`config.mk`:
```
export PLATFORM = sky130hd
export DESIGN_NAME = alu_arbiter
export DESIGN_NICKNAME = d
export VERILOG_FILES = /design/src/rtl/alu_arbiter.sv
export SDC_FILE = /design/constraint.sdc
export NUM_CORES = 1
export LEC_CHECK = 0
export BUFFER_PORTS_ARGS = -buffer_cell sky130_fd_sc_hd__buf_2
export CELL_PAD_IN_SITES_DETAIL_PLACEMENT = 2
export CELL_PAD_IN_SITES_GLOBAL_PLACEMENT = 2
export CORE_MARGIN = 5
export CORE_UTILIZATION = 24
export DETAILED_ROUTE_END_ITERATION = 16
export PLACE_DENSITY = 0.86
export SLEW_MARGIN = 0
export SYNTH_ARGS = -nofsm -noshare
export SYNTH_HDL_FRONTEND = slang
export SYNTH_SLANG_ARGS = --single-unit
```
`constraint.sdc`:
```
create_clock -name clk -period 2.4 [get_ports clk]
set_clock_uncertainty 0.2 [all_clocks]
set_input_delay 0.24 -clock clk [delete_from_list [all_inputs] [get_ports clk]]
set_output_delay 0.24 -clock clk [all_outputs]
set_load 0.02 [all_outputs]
```
`src/rtl/alu_arbiter.sv`:
```
// Round-robin arbiter sharing one combinational ALU between the execute stage (req0)
// and the branch/compare unit (req1). Optional macro: ALU_FAST_ISSUE_EN (issue during RESP handshake).
package alu_pkg;
    typedef enum logic [3:0] {
        ADD, SUB, XORL, ORL, ANDL, SLL, SRL, SRA,
        SLTS, SLTU, EQ, NE, LTS, LTU, GES, GEU
    } operator_t;
endpackage

module alu_arbiter
    import alu_pkg::*;
#(
    parameter int unsigned XLEN       = 32,
    parameter bit          RESET_PRIO = 1'b0
) (
    input  logic            clk,
    input  logic            rst_n,

    input  logic            req0_valid,
    output logic            req0_ready,
    input  logic [XLEN-1:0] req0_a,
    input  logic [XLEN-1:0] req0_b,
    input  operator_t       req0_op,

    input  logic            req1_valid,
    output logic            req1_ready,
    input  logic [XLEN-1:0] req1_a,
    input  logic [XLEN-1:0] req1_b,
    input  operator_t       req1_op,

    output logic            rsp0_valid,
    input  logic            rsp0_ready,
    output logic [XLEN-1:0] rsp0_result,
    output logic [2:0]      rsp0_flags,

    output logic            rsp1_valid,
    input  logic            rsp1_ready,
    output logic [XLEN-1:0] rsp1_result,
    output logic [2:0]      rsp1_flags,

    output logic [XLEN-1:0] alu_a,
    output logic [XLEN-1:0] alu_b,
    output operator_t       alu_op,
    input  logic [XLEN-1:0] alu_result,
    input  logic            alu_lt,
    input  logic            alu_ltu,
    input  logic            alu_zeros,

    output logic            busy,
    output logic            grant_id
);

    typedef enum logic [1:0] {IDLE, EXEC, RESP} state_t;

    state_t          state;
    logic [XLEN-1:0] a_q;
    logic [XLEN-1:0] b_q;
    operator_t       op_q;
    logic            grant_q;
    logic            last_q;
    logic [XLEN-1:0] result_q;
    logic [2:0]      flags_q;

    logic rsp_hs;
    logic can_issue;
    logic arb_last;
    logic sel;
    logic issue;

    always_comb begin
        rsp_hs = (state == RESP) && (grant_q ? rsp1_ready : rsp0_ready);
`ifdef ALU_FAST_ISSUE_EN
        // During the response handshake the outgoing grant acts as the round-robin pointer.
        can_issue = (state == IDLE) || rsp_hs;
        arb_last  = (state == RESP) ? grant_q : last_q;
`else
        can_issue = (state == IDLE);
        arb_last  = last_q;
`endif
        sel        = (req0_valid && req1_valid) ? ~arb_last : req1_valid;
        issue      = rst_n && can_issue && (req0_valid || req1_valid);
        req0_ready = issue && !sel;
        req1_ready = issue && sel;
    end

    always_ff @(posedge clk or negedge rst_n) begin
        if (!rst_n) begin
            state    <= IDLE;
            a_q      <= '0;
            b_q      <= '0;
            op_q     <= ADD;
            grant_q  <= RESET_PRIO;
            last_q   <= ~RESET_PRIO;
            result_q <= '0;
            flags_q  <= '0;
        end else begin
            case (state)
                IDLE: begin
                    if (issue) begin
                        a_q     <= sel ? req1_a  : req0_a;
                        b_q     <= sel ? req1_b  : req0_b;
                        op_q    <= sel ? req1_op : req0_op;
                        grant_q <= sel;
                        state   <= EXEC;
                    end
                end
                EXEC: begin
                    result_q <= alu_result;
                    flags_q  <= {alu_zeros, alu_lt, alu_ltu};
                    state    <= RESP;
                end
                RESP: begin
                    // issue can only be set here when fast issue is compiled in
                    if (rsp_hs) begin
                        last_q <= grant_q;
                        state  <= IDLE;
                        if (issue) begin
                            a_q     <= sel ? req1_a  : req0_a;
                            b_q     <= sel ? req1_b  : req0_b;
                            op_q    <= sel ? req1_op : req0_op;
                            grant_q <= sel;
                            state   <= EXEC;
                        end
                    end
                end
                default: state <= IDLE;
            endcase
        end
    end

    assign alu_a       = a_q;
    assign alu_b       = b_q;
    assign alu_op      = op_q;
    assign rsp0_valid  = (state == RESP) && !grant_q;
    assign rsp1_valid  = (state == RESP) && grant_q;
    assign rsp0_result = result_q;
    assign rsp1_result = result_q;
    assign rsp0_flags  = flags_q;
    assign rsp1_flags  = flags_q;
    assign busy        = (state != IDLE);
    assign grant_id    = grant_q;

endmodule

```
== Yosys cells after proc, flatten, opt, wreduce, memory -nomap -nowiden ==
Index checks and enable logic that the tools add are counted.

* Equal/unequal tests: 4
* Muxes and demuxes: 21
* Bitwise gates (word level): 1
* Reductions and logical operators: 17

{| class="wikitable"
|+ Operators by type and width
! cell !! number
|-
| $mux W32 || 6
|-
| $pmux W32 S2 || 2
|-
| $mux W4 || 3
|-
| $logic_and A1 B1 Y1 || 8
|-
| $pmux W4 S2 || 1
|-
| $pmux W2 S3 || 1
|-
| $reduce_and A2 Y1 || 3
|-
| $mux W1 || 5
|-
| $mux W2 || 2
|-
| $reduce_bool A2 Y1 || 2
|-
| $eq A2 B1 Y1 const B || 1
|-
| $eq A2 B2 Y1 const B || 1
|-
| $logic_not A1 Y1 || 2
|-
| $logic_not A2 Y1 || 1
|-
| $ne A2 B1 Y1 const B || 1
|-
| $ne A2 B2 Y1 const B || 1
|-
| $pmux W1 S2 || 1
|-
| $logic_or A1 B1 Y1 || 1
|-
| $not A1 Y1 || 1
|}

* Register bits: 107
* Bits of input ports: 177
* Output and inout bits: 144
* Logic and storage cells: 51

== Logic depth before layout (Yosys ltp) ==
Gate-level depths: netlist of the first run.

* Depth in word-level cells: 6
* Depth in mapped cells: 6
* Mapped depth without buffers: 3

== Least setup slack after synthesis of the first run ==
No wires, ideal clock.

* Path kind: reg2out
* From: reg state[1]
* To: out req0_ready
* Arrival time: 1.838 ns
* Data required time: 1.960 ns
* Path slack: 0.122 ns
* Stages on the path, launching flop included: 6
* Buffers on the path: 3
* Cells stage by stage: dfrtp_1 or3b_1 buf_2 buf_2 clkbuf_1 nor3b_1

* Cells in the longest elaborated chain, start to end: 4

{| class="wikitable"
|+ Ends and longest elaborated chain
! element !! RTL line !! RTL
|-
| start: declaration || 55 || <nowiki>state_t state;</nowiki>
|-
| start signal: assignment || 88 || <nowiki>state <= IDLE;</nowiki>
|-
| start signal: assignment || 104 || <nowiki>state <= EXEC;</nowiki>
|-
| start signal: assignment || 110 || <nowiki>state <= RESP;</nowiki>
|-
| $logic_not A2 Y1 || 77 || <nowiki>can_issue = (state == IDLE);</nowiki>
|-
| $logic_and A1 B1 Y1 (2 in series) || 81 || <nowiki>issue = rst_n && can_issue && (req0_valid || req1_valid);</nowiki>
|-
| $logic_and A1 B1 Y1 || 82 || <nowiki>req0_ready = issue && !sel;</nowiki>
|-
| end: declaration || 20 || <nowiki>output logic req0_ready,</nowiki>
|}

Every way passes these cells.

== Final worst setup path of the first run ==
* From: reg state[1]
* To: out req1_ready

* Cells in the longest elaborated chain, start to end: 4

{| class="wikitable"
|+ Ends and longest elaborated chain
! element !! RTL line !! RTL
|-
| $logic_not A2 Y1 || 77 ||
|-
| $logic_and A1 B1 Y1 (2 in series) || 81 ||
|-
| $logic_and A1 B1 Y1 || 83 || <nowiki>req1_ready = issue && sel;</nowiki>
|-
| end: declaration || 26 || <nowiki>output logic req1_ready,</nowiki>
|}

Every way passes these cells.

==> out/results.tsv, run 1 <==
stage	metric	value	unit
synth	Synth Area in Simple Gates	13.44	%
power	total power	10.04	mW
clocking	H-Tree Depth	3	
clocking	CTS Root Buffer Type	clkbuf_16	
synth	syn_area_per_cell	11.17	sq um
power	Lkg Pwr	3.938	nW
synth	largest family of logic cells by synthesized area	compound AO/OA/AOI/OAI gates	
detailed_routing	drt wl/cell	23.18	microns
cells_and_area	NumNets Final	996	
synth	Syn Nets	622	
detailed_routing	Initial DRC Count	174	
critical_path	Crit path max-delay family	buffers and inverters	
clocking	TritonCTS clock tree	done	
global_route	GRT Total Usage	20.56	%
synth	post-synthesis mux area share	8.157	%
clocking	clock sink count	107	
floorplanning	die span in y	153.9	microns
global_route	vias in the first global route	6112	
critical_path	crit-path cells	or2_2 -> a211oi_4 -> buf_12 -> buf_2	
detailed_routing	Vias/cell	4.864	
floorplanning	Core Region	20300	sq um
status	outcome	completed	
synth	post-synthesis compound-gate area fraction	14.43	%
critical_path	Data arrival, critical path	1.86	ns
detailed_routing	final wirelength	25.48	mm
synth	Post-Synth XOR/XNOR Area	0	%
timing	RSZ-0062 raised after global routing	no	
timing	fin worst setup slack	0.1007	ns
critical_path	R2R cell count	4	
timing	TNS Setup	0	ns
floorplanning	I/O Pins	321	
floorplanning	initial core utilization	24.48	%
synth	adder-cell share of the synthesized area	0	%
critical_path	FF-to-FF End	alu_b[12]	
clocking	# Post-CTS Setup Buffers	0	
hold_path	Worst Hold Endpoint	state[1]	
timing	Final Cycle Share	95.81	%
timing	minimum clock period	2.299	ns
clocking	clk slew on worst S/H paths	0.07	ns
cells_and_area	Multi-input gate area	1813	sq um
detailed_routing	ANT nets after route	0	
floorplanning	die area	23690	sq um
timing	worst rel slew slack	46.17	%
timing	worst hold slack	0.01262	ns
hold_path	worst hold path stage count	3	
placement	post-placement cell count	970	
synth	Seq/Total Area, Yosys	53.90	%
critical_path	Crit path required time	1.96	ns
critical_path	Max Fanout on Critical Path	18	
cells_and_area	share of layout cells above drive strength 1	47.94	%
detailed_routing	Vias	5346	
critical_path	Worst path slowest cell	dfrtp_1	
detailed_routing	top routing layer used	met5	
synth	Syn Inst Count	445	
cells_and_area	Reg area	2679	sq um
synth	synth warn	0	
global_route	first-pass GRT wire length	38.01	mm
detailed_routing	M1 wire length	9.335	mm
placement	pre-CTS setup slack	0.2180	ns
detailed_routing	met2 WL	13.76	mm
timing	worst-margin pin slew	0.8075	ns
floorplanning	Die X-Extent	153.9	microns
timing	Slew Viols, Final	0	
floorplanning	row cnt	52	
clocking	Clk Latency, worst-skew pair	0.35	ns
timing	Final setup viols	0	
synth	Distinct cells, synth	23	
cells_and_area	final design utilization	39.38	%
synth	Post-Syn Area	4970	sq um
clocking	CTS buffer count	9	
placement	routability cong.	0.7947	
hold_path	Hold Path Class	in2reg	
critical_path	CP endpoint kind	output pin	
placement	IO buf count	320	
critical_path	Bufs and invs on worst path	2	
clocking	Clock Tree Buf Depth	2	
flow_run	Max Cap Violations	0	
global_route	GRT overflow	0	
global_route	largest net degree at the start of global routing	69	
detailed_routing	DR pass1 iterations	4	
detailed_routing	WL met3	1.518	mm
critical_path	CP Class	reg2out	
timing	Hold Fails Final Rpt	0	
critical_path	CP peak stage delay	0.41	ns
cells_and_area	fin cells	1099	
critical_path	Worst Setup Start Kind	register	
detailed_routing	DRC Markers	0	
cells_and_area	fin area	7994	sq um
synth	#FFs+latches synth	107	
timing	FMAX	0.4349	GHz
placement	post-DP HPWL	15.24	mm
placement	Area after DPL	6546	sq um
power	Max VDD drop	0.0003871	V
critical_path	worst r2r src	state[1]	
global_route	initial antenna violation count	6	
cells_and_area	area added between synthesis and finish	60.85	%
hold_path	HP Start	rsp1_ready	
power	P per Cell Area	1256	nW/um^2
cells_and_area	Fill cells	2233	
critical_path	R2R setup slack	0.15	ns
-- Yosys cell counts (all sizes together) --
cell type / instances / area share, %
a21oi: 2 / 0.20
nor3: 68 / 6.8
clkbuf: 26 / 2.0
a211oi: 1 / 0.25
o21ai: 1 / 0.10
nor2b: 2 / 0.25
inv: 2 / 0.15
nand2: 70 / 5.3
dfrtp: 106 / 53
or3b: 1 / 0.18
nor2: 3 / 0.23
o2bb2ai: 1 / 0.18
nand2b: 2 / 0.25
a221o: 68 / 14
buf: 52 / 8.0
mux2: 36 / 8.2
or2: 2 / 0.25
nor3b: 1 / 0.15
dfstp: 1 / 0.53
-- flip-flops by register name, indices dropped and copies added, names as in the netlist --
name / count
rsp0_result: 32
state: 2
arb_last: 1
alu_b: 32
alu_a: 32
alu_op: 4
grant_id: 1
rsp0_flags: 3
-- report_power, final --
part | total [mW] | leakage [nW] | internal (mW) | switching, mW
Sequential | 3.38 | 1.30 | 2.68 | 0.693
Clock | 1.58 | 0.149 | 0.849 | 0.735
Combinational | 5.08 | 2.49 | 1.95 | 3.13
-- metal layers --
metal / global-route usage [%] / up-vias
met2: 38.54 / 245
li1: - / 2348
met5: 0 / -
met3: 4.778 / 53
met1: 22.21 / 2698
met4: 8.242 / 2
-- layout by cell type (no fill, tap or decap) --
master,netlist,routed
buf_2,7,319
dfrtp_1,106,106
dlygate4sd3_1,0,106
nand2_1,70,70
nor3_1,68,68
a221o_1,68,68
mux2_2,36,36
buf_4,35,13
clkbuf_16,0,10
diode_2,0,5
nor2_1,3,3
clkinv_4,0,3
or2_2,1,2
inv_1,2,2
a21oi_1,2,2
nand2b_1,2,1
nor2b_4,0,1
or3b_2,0,1
nor3b_2,0,1
a211oi_4,0,1
nand2b_2,0,1
o21ai_0,1,1
nor2b_1,2,1
o2bb2ai_1,1,1
dfstp_2,1,1
bufinv_16,0,1
clkbuf_8,0,1
inv_6,0,1
clkinvlp_4,0,1
bufbuf_16,0,1
buf_12,0,1
-- worst min-delay path: cells and delay by family --
family	cells	cell delay [ns]
multiplexers	1	0.13
AO/OA/AOI/OAI	1	0.06
buffers and inverters	1	0.09
-- area by class of cell --
class                           count  area share, %
Sequential cell                   107          33.51
Inverter                            2        0.09391
Multi-Input combinational cell    258          22.68
Tap cell                          270          4.226
Timing Repair Buffer              441          35.44
Antenna cell                        5         0.1565
Clock inverter                      6         0.9078
Clock buffer                       10          2.990
-- cells by family (layout without fill, tap and decap cells) --
logic type             Yosys count  after routing
AND/OR/NAND/NOR                149            149
flip-flops                     107            107
buffers and inverters           80            459
AO/OA/AOI/OAI                   73             73
multiplexers                    36             36
other                            0              5
-- repair_timing --
action,CTS,global route
hold buffers,106,0
hold endpoints to repair,151,0
endpoints found under the setup margin,1,2
pin swaps,0,1
gates cloned,1,1
gates resized for setup,0,1
-- worst max-delay path by stage --
stage / start / endpoint / slack, ns / cells past startpoint
floorplan: state[1] / req0_ready / 0.12 / 5
global placement: state[1] / alu_b[8] / 0.28 / 4
detailed placement: state[1] / alu_b[9] / 0.22 / 4
CTS: state[1] / req1_ready / 0.008 / 4
global route: state[1] / req1_ready / 0.01 / 4
finish: state[1] / req1_ready / 0.10 / 4
(Power assumes the default switching activity.)
==> run 2, diff against run 1 <==
- ABC_AREA: default -> 1
- CORE_UTILIZATION: 24 -> 22
- SKIP_CTS_REPAIR_TIMING: default -> 1
==> out/results.tsv, run 2 <==
stage	metric	value	unit
floorplanning	I/O Pins	321	
critical_path	Crit path required time	1.96	ns
synth	Post-synth EDFFs	0	
cells_and_area	commonest non-fill, non-tap cell in the layout	nand2_1	
placement	routability cong.	0.7921	
detailed_routing	final wirelength	25.11	mm
placement	IO buf count	320	
global_route	largest net degree at the start of global routing	70	
timing	TNS Setup	0	ns
power	Lkg Pwr	4.635	nW
synth	asr flop ratio synth	100.0	%
global_route	GRT overflow	0	
synth	cell taking the most area after synthesis	dfrtp_1	
synth	Distinct cells, synth	15	
placement	post-DP HPWL	17.61	mm
critical_path	R2R setup slack	0.58	ns
detailed_routing	Vias	6099	
synth	Synth top cells by count	421 x nand2_1, 106 x dfrtp_1, 103 x nand3_1	
synth	synth warn	0	
clocking	Clk Latency, worst-skew pair	0.35	ns
clocking	clk slew on worst S/H paths	0.07	ns
floorplanning	initial core utilization	22.31	%
timing	RSZ-0062 raised after global routing	no	
floorplanning	Core Region	24320	sq um
timing	FMAX	0.4711	GHz
status	failing checks	hold timing	
timing	worst-margin pin slew	0.7770	ns
cells_and_area	commonest cells after routing, fill and taps aside	421 x nand2_1, 319 x buf_2, 106 x dfrtp_1	
synth	#FFs+latches synth	107	
status	outcome	complete, but fails checks	
power	P per Cell Area	1215	nW/um^2
cells_and_area	area added between synthesis and finish	43.53	%
flow_run	Max Cap Violations	0	
detailed_routing	DR pass1 iterations	4	
critical_path	Data arrival, critical path	1.68	ns
floorplanning	row cnt	57	
clocking	clock sink count	107	
cells_and_area	Fill cells	2945	
cells_and_area	NumNets Final	1225	
timing	Hold Fails Final Rpt	22	
clocking	CTS Root Buffer Type	clkbuf_16	
timing	minimum clock period	2.123	ns
placement	pre-CTS setup slack	0.5563	ns
critical_path	Max Fanout on Critical Path	20	
timing	Slew Viols, Final	0	
detailed_routing	Initial DRC Count	231	
critical_path	CP Class	reg2out	
synth	most frequent cell after synthesis	nand2_1	
global_route	first-pass GRT wire length	35.96	mm
global_route	GRT Total Usage	16.06	%
synth	Syn Nets	909	
synth	Seq/Total Area, Yosys	49.37	%
clocking	CTS buffer count	9	
floorplanning	Die X-Extent	167.1	microns
cells_and_area	final design utilization	32.03	%
clocking	H-Tree Depth	3	
power	Max VDD drop	0.0003846	V
cells_and_area	share of layout cells above drive strength 1	33.97	%
timing	Final Cycle Share	88.45	%
synth	Syn Inst Count	732	
floorplanning	die span in y	167.1	microns
synth	Synth top area share	48.88	%
synth	syn_area_per_cell	7.413	sq um
placement	post-placement cell count	1309	
critical_path	CP endpoint kind	output pin	
global_route	vias in the first global route	6518	
clocking	TritonCTS clock tree	done	
synth	Top FF cell, synth	dfrtp_1	
detailed_routing	Vias/cell	4.432	
detailed_routing	DRC Markers	0	
timing	Final setup viols	0	
timing	worst rel slew slack	48.20	%
synth	synth top area cells	dfrtp_1 49%, nand2_1 29%, nand3_1 9.5%	
detailed_routing	ANT nets after route	0	
clocking	Clock Tree Buf Depth	2	
floorplanning	die area	27910	sq um
timing	fin worst setup slack	0.2771	ns
global_route	initial antenna violation count	1	
detailed_routing	drt wl/cell	18.25	microns
timing	worst hold slack	-0.02566	ns
cells_and_area	fin cells	1376	
synth	Post-Syn Area	5426	sq um
hold_path	Hold Path Class	in2reg	
critical_path	Worst Setup Start Kind	register	
==> run 2: power by group <==
| part | total [mW] | internal, mW | switching, mW |
|---|---|---|---|
| Combinational | 4.80 | 1.46 | 3.34 |
| Clock | 1.41 | 0.722 | 0.690 |
| Sequential | 3.25 | 2.64 | 0.611 |
==> run 2: area by class of cell <==
type / count / area (sq um) / area share [%]
Antenna cell: 1 / 2.502 / 0.03213
Multi-Input combinational cell: 537 / 2178 / 27.97
Clock inverter: 4 / 28.78 / 0.3695
Inverter: 7 / 26.28 / 0.3373
Tap cell: 324 / 405.4 / 5.205
Timing Repair Buffer: 386 / 2230 / 28.63
Sequential cell: 107 / 2679 / 34.39
Clock buffer: 10 / 239.0 / 3.068
==> run 2: cell families (layout without fill, tap and decap cells) <==
group	after synthesis	in the layout	share of synthesized area (%)
AO/OA/AOI/OAI	1	1	0.09214
flip-flops	107	107	49.37
buffers and inverters	88	407	10.49
AND/OR/NAND/NOR	536	536	40.05
other	0	1	0
==> run 2: routing by layer <==
layer / up-vias / GRT usage, % / routed length, microns / part of all wire (%)
met3: 28 / 3.650 / 1287 / 5.1
met4: 0 / 5.550 / 556 / 2.2
met1: 3004 / 18.53 / 9961 / 40
li1: 2859 / - / - / -
met2: 208 / 29.17 / 13300 / 53
met5: - / 0 / 0 / 0
==> run 2: through the flow <==
stage	power, mW	instance area, sq um
floorplan	6.383	5426
detailed placement	8.039	6998
CTS	9.513	7266
global route	10.19	7789
global placement	7.816	6998
finish	9.466	7789
==> run 2: final timing paths <==
check                                 from         end  depth (start not counted)
worst max-delay path              arb_last  req1_ready                          7
worst min-delay path            req0_op[1]   alu_op[1]                          5
worst max register to register    arb_last   alu_a[23]                          6
worst min register to register   alu_op[0]   alu_op[0]                          2
max in group asynchronous            rst_n    grant_id                          4
min in group asynchronous            rst_n   alu_b[14]                          3
==> run 2: critical path, cell delays in order, from the launching register on <==
cell and delay [ns]:
dfstp_2 0.55, nand2_2 0.06, nand2_2 0.06, buf_4 0.25, inv_1 0.09, nand2_1 0.12, inv_1 0.04, buf_2 0.16
